--- config.mk ---
export PLATFORM = sky130hd
export DESIGN_NAME = uart_rx_ctrl_flat
export DESIGN_NICKNAME = d
export VERILOG_FILES = /design/src/rtl/uart_rx_ctrl_if.sv /design/src/rtl/uart_rx_ctrl.sv /design/src/flat_wrapper.sv
export SDC_FILE = /design/constraint.sdc
export NUM_CORES = 1
export LEC_CHECK = 0
export ABC_AREA = 1
export CORE_UTILIZATION = 59
export CTS_CLUSTER_DIAMETER = 80
export DETAILED_ROUTE_END_ITERATION = 16
export GPL_TIMING_DRIVEN = 0
export PLACE_DENSITY_LB_ADDON = 0.12
export REMOVE_ABC_BUFFERS = 1
export SYNTH_ARGS = -nofsm -noshare
export SYNTH_HDL_FRONTEND = slang
export SYNTH_SLANG_ARGS = --single-unit
--- constraint.sdc ---
create_clock -name i_Clock -period 3.5 [get_ports i_Clock]
set_input_delay 0.525 -clock i_Clock [delete_from_list [all_inputs] [get_ports i_Clock]]
set_output_delay 0.525 -clock i_Clock [all_outputs]
set_load 0.05 [all_outputs]
--- src/rtl/uart_rx_ctrl_if.sv ---
// Handshake bundle between the UART receiver/consumer side and uart_rx_ctrl.
// The DUT uses the slave modport; the environment uses the master modport.
interface uart_rx_ctrl_if #(
    parameter int DEPTH = 16
);
    localparam int AW = $clog2(DEPTH) + 1;

    logic          i_Rx_DV;
    logic [7:0]    i_Rx_Byte;
    logic          o_Rx_Next;
    logic          i_Rd_En;
    logic [7:0]    o_Rd_Data;
    logic          o_Empty;
    logic          o_Full;
    logic [AW-1:0] o_Count;
    logic [AW-1:0] o_Line_Cnt;
    logic          o_Line_Ready;
    logic          o_Overflow;
    logic          i_Clr_Overflow;

    modport master (
        output i_Rx_DV, i_Rx_Byte, i_Rd_En, i_Clr_Overflow,
        input  o_Rx_Next, o_Rd_Data, o_Empty, o_Full, o_Count,
               o_Line_Cnt, o_Line_Ready, o_Overflow
    );

    modport slave (
        input  i_Rx_DV, i_Rx_Byte, i_Rd_En, i_Clr_Overflow,
        output o_Rx_Next, o_Rd_Data, o_Empty, o_Full, o_Count,
               o_Line_Cnt, o_Line_Ready, o_Overflow
    );
endinterface

--- src/rtl/uart_rx_ctrl.sv ---
// UART receive-side controller: captures one byte per receiver valid pulse into a
// first-word-fall-through FIFO, tracks buffered line terminators and overflow.
module uart_rx_ctrl #(
    parameter int         DEPTH     = 16,
    parameter logic [7:0] LINE_CHAR = 8'h0D
) (
    input  logic          i_Clock,
    input  logic          i_Reset,
    uart_rx_ctrl_if.slave bus
);
    localparam int AW = $clog2(DEPTH) + 1;
    localparam int PW = $clog2(DEPTH);

    typedef enum logic [1:0] {S_FLUSH, S_IDLE, S_WRITE, S_ACK} state_t;

    state_t        state, state_nx;
    logic [PW-1:0] wr_ptr, rd_ptr;
    logic [AW-1:0] count, line_cnt;
    logic          ovf, rx_next;
    logic [7:0]    mem [DEPTH];

    logic       empty, full, pop, push, drop, line_in, line_out;
    logic [7:0] head;

    assign empty    = (count == '0);
    assign full     = (count == AW'(DEPTH));
    assign head     = mem[rd_ptr];
    assign pop      = bus.i_Rd_En && !empty;
    // A pop in the same cycle frees a slot, so a full FIFO can still accept.
    assign push     = (state == S_WRITE) && (!full || pop);
    assign drop     = (state == S_WRITE) && !push;
    assign line_in  = push && (bus.i_Rx_Byte == LINE_CHAR);
    assign line_out = pop && (head == LINE_CHAR);

    always_comb begin
        state_nx = state;
        case (state)
            S_FLUSH: if (!bus.i_Rx_DV) state_nx = S_IDLE;
            S_IDLE:  if (bus.i_Rx_DV)  state_nx = S_WRITE;
            S_WRITE: state_nx = S_ACK;
            S_ACK:   if (!bus.i_Rx_DV) state_nx = S_IDLE;
            default: state_nx = S_FLUSH;
        endcase
    end

    always_ff @(posedge i_Clock) begin
        if (i_Reset) begin
            state    <= S_FLUSH;
            rx_next  <= 1'b1;
            wr_ptr   <= '0;
            rd_ptr   <= '0;
            count    <= '0;
            line_cnt <= '0;
            ovf      <= 1'b0;
        end else begin
            state   <= state_nx;
            // Release the receiver whenever we wait for DV to drop.
            rx_next <= (state_nx == S_FLUSH) || (state_nx == S_ACK);
            if (push) wr_ptr <= wr_ptr + 1'b1;
            if (pop)  rd_ptr <= rd_ptr + 1'b1;
            case ({push, pop})
                2'b10:   count <= count + 1'b1;
                2'b01:   count <= count - 1'b1;
                default: count <= count;
            endcase
            case ({line_in, line_out})
                2'b10:   line_cnt <= line_cnt + 1'b1;
                2'b01:   line_cnt <= line_cnt - 1'b1;
                default: line_cnt <= line_cnt;
            endcase
            if (drop)                    ovf <= 1'b1;
            else if (bus.i_Clr_Overflow) ovf <= 1'b0;
        end
    end

    always_ff @(posedge i_Clock) begin
        if (push && !i_Reset) mem[wr_ptr] <= bus.i_Rx_Byte;
    end

    assign bus.o_Rx_Next    = rx_next;
    assign bus.o_Rd_Data    = empty ? 8'h00 : head;
    assign bus.o_Empty      = empty;
    assign bus.o_Full       = full;
    assign bus.o_Count      = count;
    assign bus.o_Line_Cnt   = line_cnt;
    assign bus.o_Line_Ready = (line_cnt != '0);
    assign bus.o_Overflow   = ovf;
endmodule

--- src/flat_wrapper.sv ---
// flat-port wrapper written by rule: the top's interface ports become plain ports
module uart_rx_ctrl_flat 
#(
    parameter int         DEPTH     = 16,
    parameter logic [7:0] LINE_CHAR = 8'h0D
)
  (i_Clock, i_Reset, bus_i_Rx_DV, bus_i_Rx_Byte, bus_i_Rd_En, bus_i_Clr_Overflow, bus_o_Rx_Next, bus_o_Rd_Data, bus_o_Empty, bus_o_Full, bus_o_Count, bus_o_Line_Cnt, bus_o_Line_Ready, bus_o_Overflow);
  uart_rx_ctrl_if #(.DEPTH(DEPTH)) bus_i ();
  input  logic i_Clock;
  input  logic i_Reset;
  input wire logic [$bits(bus_i.i_Rx_DV)-1:0] bus_i_Rx_DV;
  input wire logic [$bits(bus_i.i_Rx_Byte)-1:0] bus_i_Rx_Byte;
  input wire logic [$bits(bus_i.i_Rd_En)-1:0] bus_i_Rd_En;
  input wire logic [$bits(bus_i.i_Clr_Overflow)-1:0] bus_i_Clr_Overflow;
  output wire logic [$bits(bus_i.o_Rx_Next)-1:0] bus_o_Rx_Next;
  output wire logic [$bits(bus_i.o_Rd_Data)-1:0] bus_o_Rd_Data;
  output wire logic [$bits(bus_i.o_Empty)-1:0] bus_o_Empty;
  output wire logic [$bits(bus_i.o_Full)-1:0] bus_o_Full;
  output wire logic [$bits(bus_i.o_Count)-1:0] bus_o_Count;
  output wire logic [$bits(bus_i.o_Line_Cnt)-1:0] bus_o_Line_Cnt;
  output wire logic [$bits(bus_i.o_Line_Ready)-1:0] bus_o_Line_Ready;
  output wire logic [$bits(bus_i.o_Overflow)-1:0] bus_o_Overflow;
  assign bus_i.i_Rx_DV = bus_i_Rx_DV;
  assign bus_i.i_Rx_Byte = bus_i_Rx_Byte;
  assign bus_i.i_Rd_En = bus_i_Rd_En;
  assign bus_i.i_Clr_Overflow = bus_i_Clr_Overflow;
  assign bus_o_Rx_Next = bus_i.o_Rx_Next;
  assign bus_o_Rd_Data = bus_i.o_Rd_Data;
  assign bus_o_Empty = bus_i.o_Empty;
  assign bus_o_Full = bus_i.o_Full;
  assign bus_o_Count = bus_i.o_Count;
  assign bus_o_Line_Cnt = bus_i.o_Line_Cnt;
  assign bus_o_Line_Ready = bus_i.o_Line_Ready;
  assign bus_o_Overflow = bus_i.o_Overflow;
  uart_rx_ctrl #(.DEPTH(DEPTH), .LINE_CHAR(LINE_CHAR)) u_core (.i_Clock(i_Clock), .i_Reset(i_Reset), .bus(bus_i));
endmodule
# Word level (Yosys, flattened, before mapping)
# Memories as Yosys holds them, arrays and structs flattened. A register that Yosys moved wholly into a read port is not among the register bits.
# Index checks and enable logic that the tools add are counted.
totals:
  ff_bits: 22
  rom_bits: 0
  wordCells: 57
  mem_count: 1
  ramBits: 128
  latchBits: 0
memory_table:
  columns: ["name", "words", "width", "read_ports", "rd_ports_with_merged_regs", "wr", "line", "source"]
  rows:
  - ["u_core.mem", 16, 8, 1, 1, 1, "uart_rx_ctrl.sv:20", "logic [7:0] mem [DEPTH];"]
classes:
  order_cmp: 0
  n_div: 0
  bitwise: 0
  muxes: 12
  multipliers: 0
  n_addsub: 6
  shift: 0
  n_reduce_logical: 20
  eq_ne: 11
op_table:
  columns: ["cell", "count"]
  rows:
  - ["one-hot mux 5 bit (2 select lines)", 2]
  - ["equality test 8 x 4 -> 1 bit (second input constant)", 2]
  - ["adder 5 x 1 -> 5 bit (second input constant)", 2]
  - ["equality test 2 bit (second input constant)", 5]
  - ["subtractor 5 x 1 -> 5 bit (second input constant)", 2]
  - ["adder 4 x 1 -> 4 bit (second input constant)", 2]
  - ["two-way mux 4 bit", 2]
  - ["two-way mux 8 bit", 1]
  - ["equality test 2 x 1 -> 1 bit (second input constant)", 3]
  - ["logical AND 1 bit", 6]
  - ["one-hot mux 2 bit (3 select lines)", 1]
  - ["nonzero test 2 bit", 3]
  - ["equality test 5 bit (second input constant)", 1]
  - ["logical NOT 5 bit", 1]
  - ["nonzero test 5 bit", 1]
  - ["logical NOT 1 bit", 4]
  - ["logical NOT 2 bit", 2]
  - ["two-way mux 1 bit", 4]
  - ["two-way mux 2 bit", 2]
  - ["logical OR 1 bit", 2]
  - ["OR reduction 2 bit", 1]

# Longest topological paths before layout
# Gate-level depths: netlist of the first run.
depth:
  word_depth: 8
  depth_mapped: 22
  depth_no_buf: 21

# Worst setup path before layout of the first run
# Ideal clock, no wire load.
synth_path:
  kind: "reg2reg"
  from: "register u_core.count[4] (netlist: u_core.bus.o_Count[4])"
  to: "register u_core.line_cnt[4] (netlist: u_core.bus.o_Line_Cnt[4])"
  stages_incl_launch_ff: 16
  setup_time_ns: 0.122
  t_arrival_ns: 3.141
  path_slack_ns: 0.237
  required_time_ns: 3.378
  period_less_slack_ns: 3.263
  path_buffers: 0
  cell_sequence: "dfxtp_1 inv_1 nor2_1 nand2_1 nand2_2 inv_1 nand3b_1 ha_1 inv_1 fa_1 inv_1 nand3_1 nand2_1 o21ai_0 o21ai_0 a21oi_1"
synth_via:
  elab_cells_between_ends: 13
  classes_between: "3 x eq/ne; 1 x mux; 9 x reduce/logical"
synth_rtl:
  columns: ["item", "line", "source"]
  rows:
  - ["start: declaration", "uart_rx_ctrl.sv:18", "logic [AW-1:0] count, line_cnt;"]
  - ["start signal: assignment", "uart_rx_ctrl.sv:62", "2'b10: count <= count + 1'b1;"]
  - ["start signal: assignment", "uart_rx_ctrl.sv:63", "2'b01: count <= count - 1'b1;"]
  - ["start signal: assignment", "uart_rx_ctrl.sv:64", "default: count <= count;"]
  - ["equality test 5 bit (*)", "uart_rx_ctrl.sv:26", "assign full = (count == AW'(DEPTH));"]
  - ["via bus_o_Full", "flat_wrapper.sv:18", "output wire logic [$bits(bus_i.o_Full)-1:0] bus_o_Full;"]
  - ["logical NOT 1 bit (*)", "uart_rx_ctrl.sv:30", "assign push = (state == S_WRITE) && (!full || pop);"]
  - ["logical OR 1 bit (*)", "uart_rx_ctrl.sv:30", null]
  - ["logical AND 1 bit (*)", "uart_rx_ctrl.sv:30", null]
  - ["logical AND 1 bit (*)", "uart_rx_ctrl.sv:32", "assign line_in = push && (bus.i_Rx_Byte == LINE_CHAR);"]
  - ["equality test 2 x 1 -> 1 bit / equality test 2 bit (equally long branches)", "uart_rx_ctrl.sv:66", "case ({line_in, line_out})"]
  - ["one-hot mux 5 bit (2 select lines) / nonzero test 2 bit (equally long branches)", null, null]
  - ["end signal: assignment", "uart_rx_ctrl.sv:67", "2'b10: line_cnt <= line_cnt + 1'b1;"]
  - ["end signal: assignment", "uart_rx_ctrl.sv:68", "2'b01: line_cnt <= line_cnt - 1'b1;"]
  - ["end signal: assignment", "uart_rx_ctrl.sv:69", "default: line_cnt <= line_cnt;"]
  - ["end: declaration", "uart_rx_ctrl.sv:18", null]
# Mark *: on every way through the listed nets, which the timed path passes. The rest lies on a longest branch.
# A chain may end at the register's enable or synchronous reset.

==> results of run 1 <==
[per-layer routing]
layer  vias to the layer above  GRT usage
met5                         -          0
met4                         0     0.0936
met3                        30     0.0508
met2                       196      0.462
met1                      2239      0.349
li1                       2293          -
[cell type report]
| cell class | count | area, um^2 |
|---|---|---|
| inverter | 73 | 288 |
| fill | 798 | 3240 |
| timing repair buffer | 40 | 402 |
| sequential | 154 | 4370 |
| multi-input combinational | 406 | 1960 |
| tap | 140 | 175 |
| clock inverter | 10 | 62.6 |
| clock buffer | 22 | 485 |
[cell usage in the layout (no fill, tap or decap), types with 4 or more instances in the layout]
master,n
nand3_1,74
clkdlybuf4s50_1,30
inv_4,5
o21ai_1,4
nand2_1,135
o21ai_0,39
clkbuf_16,18
dfxtp_1,23
edfxtp_1,128
ha_1,13
clkinv_2,4
o211ai_1,8
inv_1,67
a21oi_1,31
dlygate4sd2_1,5
nor2_1,80
[worst max-delay path by stage]
stage / end / from / slack (ns)
3_5_place_dp: u_core.bus.o_Line_Cnt[4] / flop / -0.85
2_1_floorplan: u_core.bus.o_Line_Cnt[4] / flop / -0.54
4_1_cts: bus_o_Rd_Data[1] / flop / 0.01
5_1_grt: u_core.bus.o_Line_Cnt[4] / flop / 0.03
3_3_place_gp: u_core.bus.o_Line_Cnt[4] / flop / -2.34
6_report: bus_o_Rd_Data[1] / flop / 0.18
[power groups by stage]
stage / Combinational (mW) / Clock, mW / Sequential (mW)
final: 2.08 / 1.70 / 2.20
after detailed placement: 2.00 / 0 / 2.27
after global routing: 2.26 / 1.78 / 2.21
after global placement: 1.90 / 0 / 2.30
after floorplan: 1.24 / 0 / 2.36
after CTS: 2.01 / 1.70 / 2.23
[per-stage QoR]
| stage | total power, mW | util | setup TNS (ns) | setup slack, ns |
|---|---|---|---|---|
| floorplan | 3.60 | - | -2.55 | -0.538 |
| global placement | 4.20 | 0.648 | -24.68 | -2.34 |
| detailed placement | 4.27 | 0.650 | -5.73 | -0.855 |
| CTS | 5.94 | 0.703 | 0 | 0.0123 |
| global route | 6.24 | 0.705 | 0 | 0.0284 |
| finish | 5.97 | 0.705 | 0 | 0.185 |
[sequential cells by signal, indices dropped and copies added (netlist names), named ones only]
name	count
u_core.bus.o_Count	5
u_core.bus.o_Line_Cnt	5
u_core.bus.o_Overflow	1
u_core.bus.o_Rx_Next	1
u_core.mem	128
u_core.rd_ptr	4
u_core.state	2
u_core.wr_ptr	4
[cells by family after synthesis]
group | after synthesis
AOI/OAI and AO/OA | 86
xor gates and xnor gates | 5
adders and majority gates | 16
buffers and inverters | 97
DFF | 154
and+or+nand+nor | 299
[repair_timing]
action / CTS / global route
endpoints found under the hold margin: 0 / 0
endpoints found under the setup margin: 13 / 6
setup buffers: 2 / 2
hold buffers: 0 / 0
resized for setup: 13 / 3
[worst max-delay path, delay by kind of cell, from the launching register on]
kind	cells	cell delay, ns
buffers and inverters	3	1.29
AND/OR/NAND/NOR	4	0.41
flip-flops	1	0.37
AO/OA/AOI/OAI	2	0.27
==> qor.yml, run 1 <==
ys.flop_type: "edfxtp_1"
hold_viol: 0
yosysTopAreaCellShare: 0.572
top_layer: "met4"
clock-root-buffer: "clkbuf_16"
yosys.area_share.adder: 0.0320
drtAntennaViolNets: 0
start_util: 0.612
synth_cells: 657
synth_xor_area_frac: 0.00652
viasPerCell: 5.63
worst_pin_slew_ns: 0.783
total_leakage_power_nw: 3.02
p_per_area_nw_per_um2: 771
fmax_mhz: 302
yosys-top-cells-count: "nand2_1, edfxtp_1, nor2_1"
timing.final.crit_period_ns: 3.32
whs_endpoint: "u_core.bus.o_Overflow"
power_frac_clock: 0.284
swShare: 0.384
worst_hold_path.num_cells: 2
clock-skew-final_ns: 0.00967
yosysWarnings: 0
htreeDepth: 4
wl_met2_um: 7400
num_rows: 38
async_flop_share: 0
drt_pre_antenna_iters: 5
clk-insertion-delay-late_ns: 0.42
die-area_um2: 11800
worst_ep_required_time_ns: 2.97
cts_tree: "yes"
clock_sinks: 154
synthMuxAreaShare: 0
drive_gt1_frac: 0.0652
slew_headroom: 0.476
reg2regPathDepth: 21
reg2reg_to: "u_core.bus.o_Line_Cnt[4]"
synth_area_um2: 6720
dp_cells: 809
cp_max_fo: 61
die_h_um: 109
maxCapViolCount: 0
holdWs_ns: 0.469
cp-start-kind: "flop"
rsz0062_at_grt: "no"
criticalPathCategory: "flop to primary output"
drt-initial-drc-count: 462
cp-end-kind: "primary output"
final_cells: 845
grt_use_total: 0.271
cp_slowest_cell: "clkdlybuf4s50_1"
post-route-cell-area_um2: 7750
yosysSeqAreaShare: 0.650
pin_count: 36
die_w_um: 109
finalMaxSlewViolations: 0
min_from: "u_core.bus.o_Overflow"
yosys.area_share.simple: 0.184
place_area_um2: 7140
first_global_vias: 4513
antenna_found_initial: 0
synth_edf_count: 128
min-delay-path-class: "flop to flop"
synth_top_family_by_area: "simple AND/OR/NAND/NOR gates"
wl_um: 15100
cts_buffer_depth: 2
p_seq_frac: 0.368
cts_buffers: 17
diodes: 0
p_int_mw: 3.68
io_buffers: 35
grt.overflow.total: 0
cp.arrival_ns: 2.79
routedWlPerCell_um: 17.8
comb_power_share: 0.348
routed-wl-met3_um: 1040
grt_max_degree: 62
grt_pass1_wl_um: 23200
cp_cell_sequence: "buf_12 -> inv_8 -> nor2_1 -> nor2_1 -> o21ai_0 -> nand3_1 -> nand3_1 -> a21oi_1 -> clkdlybuf4s50_1"
synth.most_common_cell: "nand2_1"
power.switching_mw: 2.29
synthTopCellsByArea: "edfxtp_1, dfxtp_1, nand2_1"
gp_congestion: 0.874
finalSetupViolCount: 0
synth_area_per_cell_um2: 10.2
wl_met1_um: 6300
fin_nets: 721
drc_errors: 0
ys_ff_latch: 154
clk_pin_slew_ns: 0.06
outcome: "finished, final reports clean"
core-area_um2: 11000
r2r_slack_ns: 0.28
synth_cell_types: 29
min_period_over_period: 0.947
crit_path_max_incr_delay_ns: 0.84
vias: 4758
area_growth_pct: 15.4
synth-compound-area-share: 0.0686
ir_drop_v: 0.000776
yosysTopAreaCell: "edfxtp_1"
hpwlAfterDp_um: 9160
Power figures use the tool's default switching activity.
==> inputs of run 2 (changes only) <==
--- a/config.mk
+++ b/config.mk
@@ -8,10 +8,12 @@
 export ABC_AREA = 1
 export CORE_UTILIZATION = 59
 export CTS_CLUSTER_DIAMETER = 80
+export CTS_CLUSTER_SIZE = 24
 export DETAILED_ROUTE_END_ITERATION = 16
 export GPL_TIMING_DRIVEN = 0
 export PLACE_DENSITY_LB_ADDON = 0.12
 export REMOVE_ABC_BUFFERS = 1
+export SKIP_LAST_GASP = 1
 export SYNTH_ARGS = -nofsm -noshare
 export SYNTH_HDL_FRONTEND = slang
 export SYNTH_SLANG_ARGS = --single-unit
==> run 2 against run 1 <==
Routed wire length fell by 0.19%. Via count fell by 0.19%. Non-clock buffer count unchanged. Final area about the same. Setup slack got worse by 0.014 ns. Sequential share of layout area hardly changed. Register-to-register slack barely moved. Sequential power barely moved. Clock power about the same. Die area unchanged. Critical path type unchanged. Largest cell class unchanged. Highest routed layer unchanged.
==> qor.yml, run 2 (same netlist as run 1, synthesis figures left out) <==
post-route-cell-area_um2: 7750  # about the same
use_met3: 0.0472  # -0.00359
total_leakage_power_nw: 3.02  # +0.32%
drtAntennaViolNets: 0  # unchanged
clock_sinks: 154  # unchanged
routedWlPerCell_um: 17.8  # -0.19%
maxCapViolCount: 0  # unchanged
ir_drop_v: 0.000773  # -0.40%
cp_slowest_cell: "clkdlybuf4s50_1"
top_register: "u_core.mem"
power_frac_clock: 0.284  # about the same
cp.arrival_ns: 2.80  # about the same
crit_path_max_incr_delay_ns: 0.84  # about the same
die-area_um2: 11800  # unchanged
holdWs_ns: 0.469  # +0.0000240 ns
cts_buffer_depth: 2  # unchanged
cts_buffers: 17  # unchanged
final_common_cell: "nand2_1"
use_met1: 0.350  # +0.000815
swShare: 0.382  # -0.00153
cp_cell_sequence: "buf_12 -> inv_8 -> nor2_1 -> nor2_1 -> o21ai_0 -> nand3_1 -> nand3_1 -> a21oi_1 -> clkdlybuf4s50_1"
wl_um: 15000  # -0.19%
ctsHoldBuffers: 0  # unchanged
grtUsageMet2: 0.465  # +0.00226
cp_num_buf_inv: 3  # unchanged
die_h_um: 109  # unchanged
start_util: 0.612  # unchanged
busiest_layer: "met2"
drt-initial-drc-count: 472  # +2.2%
criticalPathCategory: "flop to primary output"
outcome: "finished, final reports clean"
nFillCells: 798  # unchanged
hold_viol: 0  # unchanged
min-delay-path-class: "flop to flop"
clk-insertion-delay-late_ns: 0.42  # about the same
area_growth_pct: 15.4  # about the same
grt_max_degree: 62  # unchanged
drive_gt1_frac: 0.0652  # unchanged
fin_nets: 721  # unchanged
hpwlAfterDp_um: 9160  # unchanged
num_rows: 38  # unchanged
die_w_um: 109  # unchanged
place_area_um2: 7140  # unchanged
cp-start-kind: "flop"
min_period_over_period: 0.951  # +0.00411
first_global_vias: 4507  # -0.13%
gp_congestion: 0.874  # unchanged
reg2regPathDepth: 21  # unchanged
finalSetupViolCount: 0  # unchanged
antenna_found_initial: 0  # unchanged
worst_hold_path.num_cells: 2  # unchanged
drt_pre_antenna_iters: 7  # +2
p_per_area_nw_per_um2: 770  # -0.13%
crit_cells: 9  # unchanged
setup_slack_ns: 0.170  # -0.0144 ns
timing.final.crit_period_ns: 3.33  # +0.0144 ns
clock-root-buffer: "clkbuf_16"
cp_max_fo: 61  # unchanged
diodes: 0  # unchanged
postLayoutCoreUtil: 0.706  # about the same
rsz0062_at_grt: "no"
worst_ep_required_time_ns: 2.97  # about the same
cp-end-kind: "primary output"
most-common-layout-cells: "nand2_1, edfxtp_1, nor2_1"
pin_count: 36  # unchanged
p_seq_frac: 0.368  # about the same
p_int_mw: 3.69  # +0.17%
drc_errors: 0  # unchanged
pre_cts_slack_ns: -0.855  # unchanged
core-area_um2: 11000  # unchanged
power.switching_mw: 2.28  # -0.47%
vias: 4749  # -0.19%
slew_headroom: 0.459  # -0.0165
io_buffers: 35  # unchanged
fmax_mhz: 300  # -0.43%
comb_power_share: 0.348  # about the same
clock-skew-final_ns: 0.00841  # -0.00127 ns
clk_pin_slew_ns: 0.06  # about the same
largest_register_ffs: 128  # unchanged
cp_top_family: "buffers and inverters"
htreeDepth: 4  # unchanged
viasPerCell: 5.62  # -0.19%
finalMaxSlewViolations: 0  # unchanged
worst_pin_slew_ns: 0.808  # +0.0247 ns
grt_pass1_wl_um: 23200  # +0.12%
grt.overflow.total: 0  # unchanged
cts_tree: "yes"
grt_use_total: 0.272  # about the same
## run 2: final cells by class
type	count	area [um^2]	share of cell area
clock inverter	10	62.6	0.00807
tap	140	175	0.0226
clock buffer	22	485	0.0626
timing repair buffer	40	405	0.0523
multi-input combinational	406	1960	0.253
inverter	73	288	0.0371
sequential	154	4370	0.564
## run 2: worst min-delay path, cell delays in order, from the launching register on
cell and delay (ns):
dfxtp_1 0.31, nand2_1 0.06, a21oi_1 0.05
## run 2: path summary, 6_finish.rpt
check / from / slack (ns) / endpoint
worst min-delay path: u_core.bus.o_Overflow / 0.47 / u_core.bus.o_Overflow
worst min register to register: u_core.bus.o_Overflow / 0.47 / u_core.bus.o_Overflow
worst max-delay path: flop / 0.17 / bus_o_Rd_Data[1]
worst max register to register: flop / 0.29 / u_core.bus.o_Line_Cnt[4]
## run 2: power by group through the flow
stage	Combinational (mW)	Sequential (mW)	Clock, mW
finish	2.08	2.19	1.69
global placement	1.90	2.30	0
global route	2.26	2.21	1.78
CTS	2.02	2.23	1.70
floorplan	1.24	2.36	0
detailed placement	2.00	2.27	0
## run 2: through the flow
stage	setup TNS [ns]	total power [mW]	instances
after floorplan	-2.55	3.60	633
after global placement	-24.68	4.20	808
after detailed placement	-5.73	4.27	809
after CTS	-0.124	5.94	843
after global routing	0	6.25	845
final	0	5.97	845
## run 2: routing by layer
metal	part of all wire	wire length [um]	up-vias
met5	0	0	-
met4	0.017	253	0
met3	0.076	1140	22
met2	0.49	7430	191
met1	0.41	6210	2243
li1	-	-	2293
## run 2: what timing repair did
item,CTS,global route
setup buffers,2,2
gates resized for setup,12,4
cloned,0,0
endpoints found under the setup margin,13,7
